**config.mk**
```make
export PLATFORM = sky130hd
export DESIGN_NAME = dbg_byte_bridge
export DESIGN_NICKNAME = d
export VERILOG_FILES = /design/src/rtl/dbg_bridge_pkg.sv /design/src/rtl/dbg_byte_bridge.sv
export SDC_FILE = /design/constraint.sdc
export NUM_CORES = 1
export LEC_CHECK = 0
export ABC_AREA = 1
export BUFFER_PORTS_ARGS = -buffer_cell sky130_fd_sc_hd__buf_2
export CAP_MARGIN = 20
export CORE_ASPECT_RATIO = 0.75
export CORE_MARGIN = 2
export CORE_UTILIZATION = 29
export DETAILED_ROUTE_END_ITERATION = 8
export GPL_TIMING_DRIVEN = 0
export PLACE_DENSITY = 0.55
export SLEW_MARGIN = 30
export SYNTH_ARGS = -nofsm -noshare
export SYNTH_HDL_FRONTEND = slang
export SYNTH_SLANG_ARGS = --single-unit
export TNS_END_PERCENT = 5
```
**constraint.sdc**
```tcl
create_clock -name clk -period 6.2 [get_ports clk]
set_input_delay 1.24 -clock clk [delete_from_list [all_inputs] [get_ports clk]]
set_output_delay 1.24 -clock clk [all_outputs]
set_load 0.1 [all_outputs]
```
**src/rtl/dbg_bridge_pkg.sv**
```systemverilog
// Shared constants and state encoding for the debug byte bridge.
package dbg_bridge_pkg;

  typedef enum logic [2:0] {
    S_CMD   = 3'd0,
    S_ADDR  = 3'd1,
    S_DATA  = 3'd2,
    S_ISSUE = 3'd3,
    S_WAIT  = 3'd4,
    S_RESP  = 3'd5
  } state_e;

  localparam logic [7:0] DBG_CMD_NOP = 8'h00;
  localparam logic [7:0] ST_OK       = 8'h00;
  localparam logic [7:0] ST_TIMEOUT  = 8'hEE;

  localparam int FRAME_LEN = 9;
  localparam int RESP_LEN  = 5;

endpackage

```
**src/rtl/dbg_byte_bridge.sv**
```systemverilog
// Host byte stream to debug command port: 9-byte command frame in,
// one debug transaction, 5-byte response (status, read data) out.
module dbg_byte_bridge
  import dbg_bridge_pkg::*;
#(
  parameter int unsigned TIMEOUT = 1024
) (
  input  logic        clk,
  input  logic        rst_i,
  input  logic        rx_valid_i,
  input  logic [7:0]  rx_data_i,
  output logic        tx_valid_o,
  output logic [7:0]  tx_data_o,
  input  logic        tx_ready_i,
  output logic [7:0]  dbg_cmd_o,
  output logic [31:0] dbg_addr_o,
  output logic [31:0] dbg_data_o,
  input  logic [31:0] dbg_data_i,
  input  logic        dbg_ready_i,
  output logic        rx_overrun_o
);

  state_e      state_q;
  logic [1:0]  cnt_q;
  logic [7:0]  cmd_q;
  logic [31:0] addr_q;
  logic [31:0] data_q;
  logic [15:0] tmo_q;
  logic [39:0] resp_q;
  logic        hdr_q;

  // Final data byte is merged on the fly so dbg_data_o is valid in ISSUE.
  logic [31:0] data_full;
  assign data_full = {rx_data_i, data_q[23:0]};

  // NOTE: every state register uses <= so all of them update from the same
  // pre-edge values; blocking here would let later lines see half-updated state.
  always_ff @(posedge clk) begin
    if (rst_i) begin
      state_q      <= S_CMD;
      cnt_q        <= '0;
      cmd_q        <= '0;
      addr_q       <= '0;
      data_q       <= '0;
      tmo_q        <= '0;
      resp_q       <= '0;
      hdr_q        <= 1'b0;
      tx_valid_o   <= 1'b0;
      tx_data_o    <= '0;
      dbg_cmd_o    <= DBG_CMD_NOP;
      dbg_addr_o   <= '0;
      dbg_data_o   <= '0;
      rx_overrun_o <= 1'b0;
    end else begin
      case (state_q)
        S_CMD: begin
          if (rx_valid_i) begin
            cmd_q   <= rx_data_i;
            cnt_q   <= '0;
            state_q <= S_ADDR;
          end
        end

        S_ADDR: begin
          if (rx_valid_i) begin
            addr_q[{cnt_q, 3'b000} +: 8] <= rx_data_i;
            cnt_q <= cnt_q + 2'd1;
            if (cnt_q == 2'd3) state_q <= S_DATA;
          end
        end

        S_DATA: begin
          if (rx_valid_i) begin
            data_q[{cnt_q, 3'b000} +: 8] <= rx_data_i;
            cnt_q <= cnt_q + 2'd1;
            if (cnt_q == 2'd3) begin
              if (cmd_q == DBG_CMD_NOP) begin
                resp_q     <= {32'h0, ST_OK};
                tx_data_o  <= ST_OK;
                tx_valid_o <= 1'b1;
                hdr_q      <= 1'b1;
                state_q    <= S_RESP;
              end else begin
                dbg_cmd_o  <= cmd_q;
                dbg_addr_o <= addr_q;
                dbg_data_o <= data_full;
                state_q    <= S_ISSUE;
              end
            end
          end
        end

        S_ISSUE: begin
          tmo_q   <= '0;
          state_q <= S_WAIT;
        end

        S_WAIT: begin
          // Completion is checked before the timeout so a coincident ready wins.
          if (dbg_ready_i || tmo_q == 16'(TIMEOUT - 1)) begin
            resp_q     <= dbg_ready_i ? {dbg_data_i, ST_OK} : {32'h0, ST_TIMEOUT};
            tx_data_o  <= dbg_ready_i ? ST_OK : ST_TIMEOUT;
            tx_valid_o <= 1'b1;
            hdr_q      <= 1'b1;
            cnt_q      <= '0;
            dbg_cmd_o  <= DBG_CMD_NOP;
            state_q    <= S_RESP;
          end else begin
            tmo_q <= tmo_q + 16'd1;
          end
        end

        S_RESP: begin
          // Status byte is tracked by hdr_q; cnt_q then counts the 4 data bytes.
          if (tx_ready_i) begin
            resp_q    <= resp_q >> 8;
            tx_data_o <= resp_q[15:8];
            hdr_q     <= 1'b0;
            if (!hdr_q) begin
              cnt_q <= cnt_q + 2'd1;
              if (cnt_q == 2'd3) begin
                tx_valid_o <= 1'b0;
                state_q    <= S_CMD;
              end
            end
          end
        end

        default: state_q <= S_CMD;
      endcase

      if (rx_valid_i && (state_q == S_ISSUE || state_q == S_WAIT || state_q == S_RESP))
        rx_overrun_o <= 1'b1;
    end
  end

endmodule

```
==> flow_summary.ini, run 1 <==
[timing]
finalSetupViolations = 0
maxSlewViolCount = 0
fmax_ghz = 0.3446
fin_crit_sh = 0.4681
max_slew_margin = 0.5738
rsz0062_at_grt = no
fin_ws_ns = 3.298
hold_viol = 0
finalSetupTns_ns = 0
holdWs_ns = 0.4424
skew_ns = 0.01688
post-route-min-period_ns = 2.902
worst_pin_slew_ns = 0.6392

[synth]
yosys_warnings = 0
syn_avg_cell_area_um2 = 7.452
ys_seq_area_frac = 0.4755
ys_types = 41
syn_area_mm2 = 0.008421
synth_fp_nets = 1182
syn_inst = 1130
yosys_register_bits = 200

[floorplan]
io_pins = 127
rows = 53
core_area_mm2 = 0.02832
die_w_um = 200.8
die_y_um = 151.6
die-area_mm2 = 0.03043
start_util = 0.2974

[setup_path]
rrSetupSlack_ns = 3.30
setup.worst_path.class = reg2reg
cp.required_ns = 6.57
critPathMaxFanout = 10
r2r_cells = 10
worstPathArrival_ns = 3.27
r2r_start = cnt_q[0]
timing.rr.end = addr_q[22]
start_kind = register
endpoint_kind = register

[hold_path]
hold_path_depth = 2
min-delay-start = dbg_data_o[29]
hold_end = dbg_data_o[29]
hold_path.class = reg2reg

[placed_design]
dp_hpwl_um = 18490
io_buffers = 124
post-place-ws_ns = 3.034
gp_routability_congestion = 0.8990

[grt]
grt_usage = 0.1628
grt_overflow = 0
antenna_found_initial = 0
grt_pass1_vias = 7145
grt_max_degree = 18
grt_pass1_wl_um = 38630

[pwr]
vdd_drop_max_uv = 445.7
p_leak_nw = 4.159
power.density_mw_per_mm2 = 412.0
total_power_mw = 4.155

[drt]
route.detailed.drc = 0
wl_per_cell_um = 14.40
firstDrtPassIters = 5
avgViaCountPerCell = 4.563
ant_nets = 0
drt_iter0_markers = 516
vias = 7624
wl_um = 24060

[final_layout]
nets = 1325
syn_to_final_growth_pct = 19.78
fillers = 3088
drive_above_1_share = 0.1734
num_antenna_cells = 0

[flow_run]
max_cap_violations = 0

[clocking]
ctsLongestPathBuffers = 2
htree_levels = 4
cts_tree = built
root_buffer = clkbuf_16
holdBufCountCts = 0
cts_buffers = 17
clkLatencyLatePin_ns = 0.45
path_clk_slew_ns = 0.07
cts_sinks = 200
post-cts-setup-buffers = 0
cts-resized-gates = 0

[run_status]
status = completed
[metal layers]
metal	GRT usage	vias to the layer above	share of wire
met1	0.2501	3447	0.55
met3	0.03999	20	0.061
met4	0.04000	0	0.0098
met5	0	-	0
met2	0.2226	189	0.38
li1	-	3968	-
[synthesized netlist by cell type]
cell type / n / area [um^2]
or3_1: 7 / 43.79
nand3b_1: 1 / 7.510
nor3b_1: 1 / 7.510
nand4_1: 13 / 81.33
o21ai_0: 89 / 445.4
clkinv_1: 1 / 3.750
o21bai_1: 2 / 15.01
inv_1: 112 / 420.4
dfxtp_1: 200 / 4004
o22ai_1: 1 / 6.260
nand2_2: 6 / 37.54
buf_2: 14 / 70.07
nor2_8: 1 / 20.02
ha_1: 7 / 87.58
nor2_1: 146 / 548.0
nor3_1: 16 / 80.08
nor2_4: 3 / 33.78
mux2i_1: 1 / 10.01
nand3_1: 28 / 140.1
nand2_8: 1 / 20.02
o21a_1: 1 / 7.510
o21ai_1: 46 / 230.2
o21ai_2: 1 / 8.760
clkbuf_1: 39 / 146.4
xnor2_1: 1 / 8.760
clkbuf_2: 1 / 5.000
a31oi_1: 1 / 6.260
o31ai_1: 1 / 7.510
a211oi_1: 1 / 7.510
nor2_2: 4 / 25.02
nand3_2: 3 / 30.03
inv_2: 16 / 60.06
xor2_1: 1 / 8.760
buf_4: 10 / 75.07
buf_6: 6 / 67.56
nand2_1: 167 / 626.9
a21oi_1: 153 / 765.7
a22o_1: 24 / 210.2
nand4_2: 1 / 12.51
nand2_4: 2 / 22.52
and2_1: 1 / 6.260
[state kept, by name (all words and copies together), names as in the netlist]
| signal | cells |
|---|---|
| addr_q | 32 |
| cmd_q | 8 |
| cnt_q | 2 |
| data_q | 24 |
| dbg_addr_o | 32 |
| dbg_cmd_o | 8 |
| dbg_data_o | 32 |
| hdr_q | 1 |
| resp_q | 33 |
| rx_overrun_o | 1 |
| state_q | 3 |
| tmo_q | 16 |
| tx_data_o | 7 |
| tx_valid_o | 1 |
[where the power goes]
part           total [mW]  switching, mW  internal [mW]
clock network        1.10          0.526          0.571
registers            1.58          0.110           1.47
logic                1.48           1.10          0.381
[how the worst max path moves through the flow]
stage	start	end	slack, ns
finish	cnt_q[0]	addr_q[22]	3.30
global route	cnt_q[0]	addr_q[22]	2.97
CTS	cnt_q[0]	addr_q[22]	3.41
detailed placement	rst_i	dbg_cmd_o[7]	3.03
global placement	rst_i	dbg_cmd_o[7]	3.04
floorplan	rx_valid_i	resp_q[11]	3.88
[cells by family after synthesis]
logic type               Yosys count  share of synthesized area
XOR/XNOR                           2                   0.002081
adder cells (fa/ha/maj)            7                    0.01040
buffers and inverters            199                     0.1007
multiplexers                       1                   0.001189
AND/OR/NAND/NOR                  401                     0.2070
AO/OA/AOI/OAI                    320                     0.2031
flip-flops                       200                     0.4755
[cell usage in the layout (no fill, tap or decap), drive strengths merged, types with 16 or more instances in the layout]
cell type  instances
nor3              16
nor2             154
nand3             31
inv              133
nand2            176
buf              154
dfxtp            200
clkbuf            60
a21oi            153
a22o              24
o21ai            136
[critical path, stage by stage (launching register included)]
cell      delay, ns
dfxtp_1        0.48
clkbuf_1       0.36
inv_1          0.25
ha_1           0.39
inv_1          0.08
nor2_1         0.18
inv_1          0.13
clkbuf_1       0.22
nor3_1         0.48
nand2_1        0.13
a21oi_1        0.14
[area by class of cell]
class                      instances  area (um^2)  area share
multi-input combinational        731         3568      0.3538
inverter                         129        484.2     0.04801
buffer                            70        364.1     0.03610
clock buffer                      20        446.7     0.04429
sequential                       200         4004      0.3970
timing repair buffer             124        620.6     0.06153
tap                              385        481.7     0.04776
clock inverter                    12        116.4     0.01154
[through the flow]
step	utilization	area, um^2	std cells
3_5_place_dp	0.3363	9523	1639
2_1_floorplan	-	8421	1130
5_1_grt	0.3562	10090	1671
3_3_place_gp	0.3363	9523	1639
4_1_cts	0.3562	10090	1671
6_report	0.3562	10090	1671
Note: power is estimated with default switching activity, not from simulation.
==> inputs of run 2 (changes only) <==
--- a/config.mk
+++ b/config.mk
@@ -13,7 +13,7 @@
 export CORE_UTILIZATION = 29
 export DETAILED_ROUTE_END_ITERATION = 8
 export GPL_TIMING_DRIVEN = 0
-export PLACE_DENSITY = 0.55
+export PLACE_DENSITY = 0.57
 export SLEW_MARGIN = 30
 export SYNTH_ARGS = -nofsm -noshare
 export SYNTH_HDL_FRONTEND = slang
==> constraint.sdc (replaced) <==
create_clock -name clk -period 2.4 [get_ports clk]
set_input_delay 0.48 -clock clk [delete_from_list [all_inputs] [get_ports clk]]
set_output_delay 0.48 -clock clk [all_outputs]
set_load 0.1 [all_outputs]
==> run 2 against run 1 <==
  * Final cell count grew 0.18%
  * Total power grew to 2.6 times the previous value
  * Count of clock-buffer cells in the layout shrank 3
  * Clock skew shrank 0.0050 ns
  * Worst hold slack lost 0.16 ns
  * Critical path type unchanged
  * Critical path depth is the same
  * Sequential power grew to 2.6 times the previous value
  * Fmax grew 32%
==> flow_summary.ini, run 2 (synthesis gave the netlist of run 1 again) <==
[timing]
post-route-min-period_ns = 2.207
rsz0062_at_grt = no
worst_pin_slew_ns = 0.6995
maxSlewViolCount = 0
fin_crit_sh = 0.9194
skew_ns = 0.01188
fmax_ghz = 0.4532
finalSetupViolations = 0
max_slew_margin = 0.5336
hold_viol = 0

[clocking]
path_clk_slew_ns = 0.08
htree_levels = 4
root_buffer = clkbuf_16
cts_sinks = 200
cts_buffers = 17
clkLatencyLatePin_ns = 0.45
holdBufCountCts = 0
ctsLongestPathBuffers = 2
cts_tree = built

[final_layout]
most-common-layout-cells = 199 x dfxtp_1, 167 x nand2_1, 153 x a21oi_1
final_area_mm2 = 0.01021
num_antenna_cells = 0
fillers = 3057
nets = 1328
drive_above_1_share = 0.1862
final_common_cell = dfxtp_1
layoutNonFillerInstCount = 1674
syn_to_final_growth_pct = 21.31
largest_reg_flops = 33
regMostFlops = resp_q

[setup_path]
r2r_cells = 10
start_kind = register
critPathMaxStageDelay_ns = 0.41
setup.worst_path.class = reg2reg
critPathMaxFanout = 10
path_common_cell = inv_1
cp_slowest_cell = dfxtp_2
endpoint_kind = register
worstPathArrival_ns = 2.57
cp_top_family = buffers and inverters
crit_cells = 10
cp.required_ns = 2.77
crit_buf_inv = 5
crit_chain = buf_6 > clkinvlp_4 > ha_1 > inv_1 > nor2_2 > inv_1 > clkbuf_4 > nor3_2 > nand2_1 > a21oi_1
rrSetupSlack_ns = 0.19

[placed_design]
dp_hpwl_um = 18520
gp_routability_congestion = 0.9185
io_buffers = 124
placed_area_mm2 = 0.009523
dp_cells = 1639

[hold_path]
hold_path_depth = 3
hold_path.class = in2reg

[drt]
vias = 7791
route.detailed.drc = 0
drt_iter0_markers = 599
ant_nets = 0
wl_per_cell_um = 14.61
avgViaCountPerCell = 4.654
wl_um = 24450
firstDrtPassIters = 5

[grt]
antenna_found_initial = 0
grt_overflow = 0
grt_pass1_vias = 7335
grt_pass1_wl_um = 39030
grt_usage = 0.1634
grt_max_degree = 19

[pwr]
p_leak_nw = 4.210
vdd_drop_max_uv = 1220
power.density_mw_per_mm2 = 1072

[floorplan]
start_util = 0.2974
rows = 53
io_pins = 127
die_w_um = 200.8
die-area_mm2 = 0.03043
core_area_mm2 = 0.02832
die_y_um = 151.6

[flow_run]
max_cap_violations = 0

[run_status]
status = completed
run 2: cell types whose count changed in the layout (fill, tap and decap cells not counted), sizes merged:
cell and change:
buf +4, clkinvlp -1, clkbuf -4, clkinv +6, bufinv +1, inv -3
run 2: path summary, 6_finish.rpt:
path / end / startpoint
max: addr_q[22] / cnt_q[0]
min: resp_q[36] / dbg_data_i[28]
max reg2reg: addr_q[22] / cnt_q[0]
min reg2reg: dbg_data_o[26] / dbg_data_o[26]
run 2: tightest hold or removal path, stage by stage:
cell and delay [ns]:
buf_2 0.09, nand2_1 0.05, a21oi_1 0.06
run 2: timing repair:
item	CTS	global route
resized for setup	12	8
pin swaps	0	0
setup buffers	0	3
setup endpoints to repair	22	20
run 2: area by class of cell:
| type | instances | area, um^2 | share of cell area |
|---|---|---|---|
| Buffer | 70 | 375.4 | 0.03675 |
| Clock buffer | 17 | 425.4 | 0.04165 |
| Clock inverter | 15 | 171.4 | 0.01678 |
| Inverter | 129 | 488.0 | 0.04777 |
| Multi-Input combinational cell | 731 | 3625 | 0.3549 |
| Sequential cell | 200 | 4005 | 0.3921 |
| Tap cell | 385 | 481.7 | 0.04716 |
| Timing Repair Buffer | 127 | 643.1 | 0.06296 |
run 2: power breakdown:
part / leakage (nW) / switching (mW) / internal (mW)
combinational: 2.30 / 2.89 / 1.03
clock: 0.287 / 1.38 / 1.56
sequential: 1.62 / 0.287 / 3.80
run 2: metrics by stage:
stage	setup TNS, ns	utilization	hold slack [ns]	power [mW]	setup WS [ns]
after global placement	-4.547	0.3363	0.4307	7.944	-0.3347
after CTS	0	0.3591	0.2715	10.94	0.05884
final	0	0.3607	0.2823	10.95	0.1934
after floorplan	0	-	0.4205	7.133	0.2604
after global routing	0	0.3607	0.2768	11.60	0.008909
after detailed placement	-5.372	0.3363	0.4331	7.958	-0.3754
run 2: metal layers:
layer / GRT usage / vias up / wire [um]
met1: 0.2409 / 3580 / 12770
li1: - / 3975 / -
met5: 0 / - / 0
met3: 0.04897 / 19 / 1850
met4: 0.03778 / 0 / 240
met2: 0.2306 / 217 / 9592
==> inputs of run 3 (changes only) <==
--- a/config.mk
+++ b/config.mk
@@ -13,7 +13,9 @@
 export CORE_UTILIZATION = 29
 export DETAILED_ROUTE_END_ITERATION = 8
 export GPL_TIMING_DRIVEN = 0
+export MAX_ROUTING_LAYER = met4
 export PLACE_DENSITY = 0.57
+export SETUP_SLACK_MARGIN = 0.2
 export SLEW_MARGIN = 30
 export SYNTH_ARGS = -nofsm -noshare
 export SYNTH_HDL_FRONTEND = slang
==> run 3 against run 2 <==
  * Clock power down 6%
  * Largest cell class unchanged
  * Combinational power is essentially flat
  * Global-route usage grew 0.58 points
  * Sequential share of layout area rose by 0.097 points
  * Critical path depth did not move
  * Design area shrank 0.18%
  * Critical path type unchanged
  * Register-to-register slack improved by 0.05 ns
  * Non-clock buffer count down 1
  * Count of clock-buffer cells in the layout increased by 4
  * Die area unchanged
  * Critical endpoint is now addr_q[21]
  * Setup slack better by 0.049 ns
==> flow_summary.ini, run 3 (synthesis gave the netlist of run 1 again) <==
[setup_path]
r2r_start = cnt_q[0]
cp.required_ns = 2.77
critPathMaxFanout = 10
endpoint_kind = register
timing.rr.end = addr_q[21]
cp_top_family = buffers and inverters
start_kind = register
path_common_cell = inv_1
r2r_cells = 10
cp_slowest_cell = dfxtp_4
crit_chain = clkbuf_16 > clkinvlp_4 > ha_1 > inv_1 > nor2_2 > inv_1 > clkbuf_8 > nor3_4 > nand2_1 > a21oi_1
critPathMaxStageDelay_ns = 0.40
worstPathArrival_ns = 2.52
rrSetupSlack_ns = 0.24
setup.worst_path.class = reg2reg
crit_buf_inv = 5

[timing]
finalSetupTns_ns = 0
post-route-min-period_ns = 2.158
worst_pin_slew_ns = 0.7123
rsz0062_at_grt = yes
fmax_ghz = 0.4634
hold_viol = 0
skew_ns = 0.01371
finalSetupViolations = 0
maxSlewViolCount = 0
fin_crit_sh = 0.8991
max_slew_margin = 0.5251

[grt]
grt_usage = 0.1692
antenna_found_initial = 0
grt_pass1_wl_um = 39080
grt_pass1_vias = 7394
grt_max_degree = 18
grt_overflow = 0

[floorplan]
die_y_um = 151.6
start_util = 0.2974
die-area_mm2 = 0.03043
io_pins = 127
die_w_um = 200.8
core_area_mm2 = 0.02832
rows = 53

[pwr]
power.density_mw_per_mm2 = 1057
internal_power_mw = 6.245
power_switching_mw = 4.537
swShare = 0.4208
p_leak_nw = 4.190
clkPwrFrac = 0.255
p_seq_frac = 0.379
vdd_drop_max_uv = 1162
total_power_mw = 10.78
pwr-share-comb = 0.366

[final_layout]
regMostFlops = resp_q
drive_above_1_share = 0.1848
nets = 1327
final_common_cell = dfxtp_1
fillers = 3061
most-common-layout-cells = 199 x dfxtp_1, 167 x nand2_1, 153 x a21oi_1
largest_reg_flops = 33
syn_to_final_growth_pct = 21.08
num_antenna_cells = 0

[hold_path]
min-delay-start = dbg_data_i[28]
hold_path_depth = 3
hold_path.class = in2reg
hold_end = resp_q[36]

[drt]
wl_um = 24470
wl_per_cell_um = 14.63
firstDrtPassIters = 5
ant_nets = 0
avgViaCountPerCell = 4.672
vias = 7817
route.detailed.drc = 0
drt_iter0_markers = 545

[placed_design]
dp_hpwl_um = 18540
gp_routability_congestion = 0.9349
io_buffers = 124

[clocking]
clkLatencyLatePin_ns = 0.45
holdBufCountCts = 0
ctsLongestPathBuffers = 2
root_buffer = clkbuf_16
cts_sinks = 200
cts_tree = built
path_clk_slew_ns = 0.08
htree_levels = 4
cts_buffers = 17

[run_status]
status = completed

[flow_run]
max_cap_violations = 0
==> run 3: cell types whose count changed in the layout (fill, tap and decap cells not counted), moves of 2 or more <==
cell	delta
nor3_4	+2
clkbuf_8	+3
nor3_2	-2
bufinv_16	-2
clkinv_4	-2
==> run 3: per-stage QoR <==
| stage | area, um^2 | hold WS (ns) | setup slack, ns | utilization | std cells |
|---|---|---|---|---|---|
| 2_1_floorplan | 8421 | 0.4205 | 0.2604 | - | 1130 |
| 3_3_place_gp | 9523 | 0.4312 | -0.3490 | 0.3363 | 1639 |
| 3_5_place_dp | 9523 | 0.4354 | -0.4094 | 0.3363 | 1639 |
| 4_1_cts | 10190 | 0.2620 | 0.2191 | 0.3599 | 1673 |
| 5_1_grt | 10200 | 0.2804 | 0.08379 | 0.3601 | 1673 |
| 6_report | 10200 | 0.2828 | 0.2423 | 0.3601 | 1673 |
==> run 3: layout make-up <==
class                           count  area (um^2)  share of cell area
Buffer                             70        396.6             0.03890
Clock buffer                       21        460.4             0.04516
Clock inverter                     11        88.84            0.008713
Inverter                          129        488.0             0.04786
Multi-Input combinational cell    731         3637              0.3567
Sequential cell                   200         4008              0.3931
Tap cell                          385        481.7             0.04725
Timing Repair Buffer              126        635.6             0.06234
==> run 3: repair_timing <==
| item | in CTS | in global routing |
|---|---|---|
| resized for setup | 22 | 3 |
| cloned | 0 | 0 |
| setup buffers | 2 | 0 |
| pin swaps | 1 | 0 |
| setup endpoints to repair | 50 | 58 |
==> run 3: worst register-to-register path, cell delays in order (launching register included) <==
cell,delay (ns)
dfxtp_4,0.40
clkbuf_16,0.19
clkinvlp_4,0.12
ha_1,0.35
inv_1,0.09
nor2_2,0.12
inv_1,0.11
clkbuf_8,0.20
nor3_4,0.27
nand2_1,0.11
a21oi_1,0.13
==> run 3: power groups by stage <==
stage / Clock (mW) / Sequential, mW / Combinational (mW)
2_1_floorplan: 0 / 4.66 / 2.48
3_3_place_gp: 0 / 4.14 / 3.81
3_5_place_dp: 0 / 4.14 / 3.82
4_1_cts: 2.82 / 4.08 / 3.94
5_1_grt: 2.96 / 4.14 / 4.34
6_report: 2.75 / 4.09 / 3.95
==> run 3: worst max path at each step <==
stage	cells past startpoint	start	to
after global placement	10	cnt_q[0]	addr_q[21]
after CTS	10	cnt_q[0]	addr_q[21]
after global routing	10	cnt_q[0]	addr_q[21]
after floorplan	10	cnt_q[0]	data_q[12]
after detailed placement	10	cnt_q[0]	addr_q[21]
final	10	cnt_q[0]	addr_q[21]
==> run 3: metal layers <==
layer / GRT usage / routed length, um / vias up
met5: - / 0 / -
met1: 0.2441 / 12920 / 3583
met4: 0.04259 / 241 / 0
met3: 0.04470 / 1743 / 17
li1: - / - / 3987
met2: 0.2311 / 9563 / 230
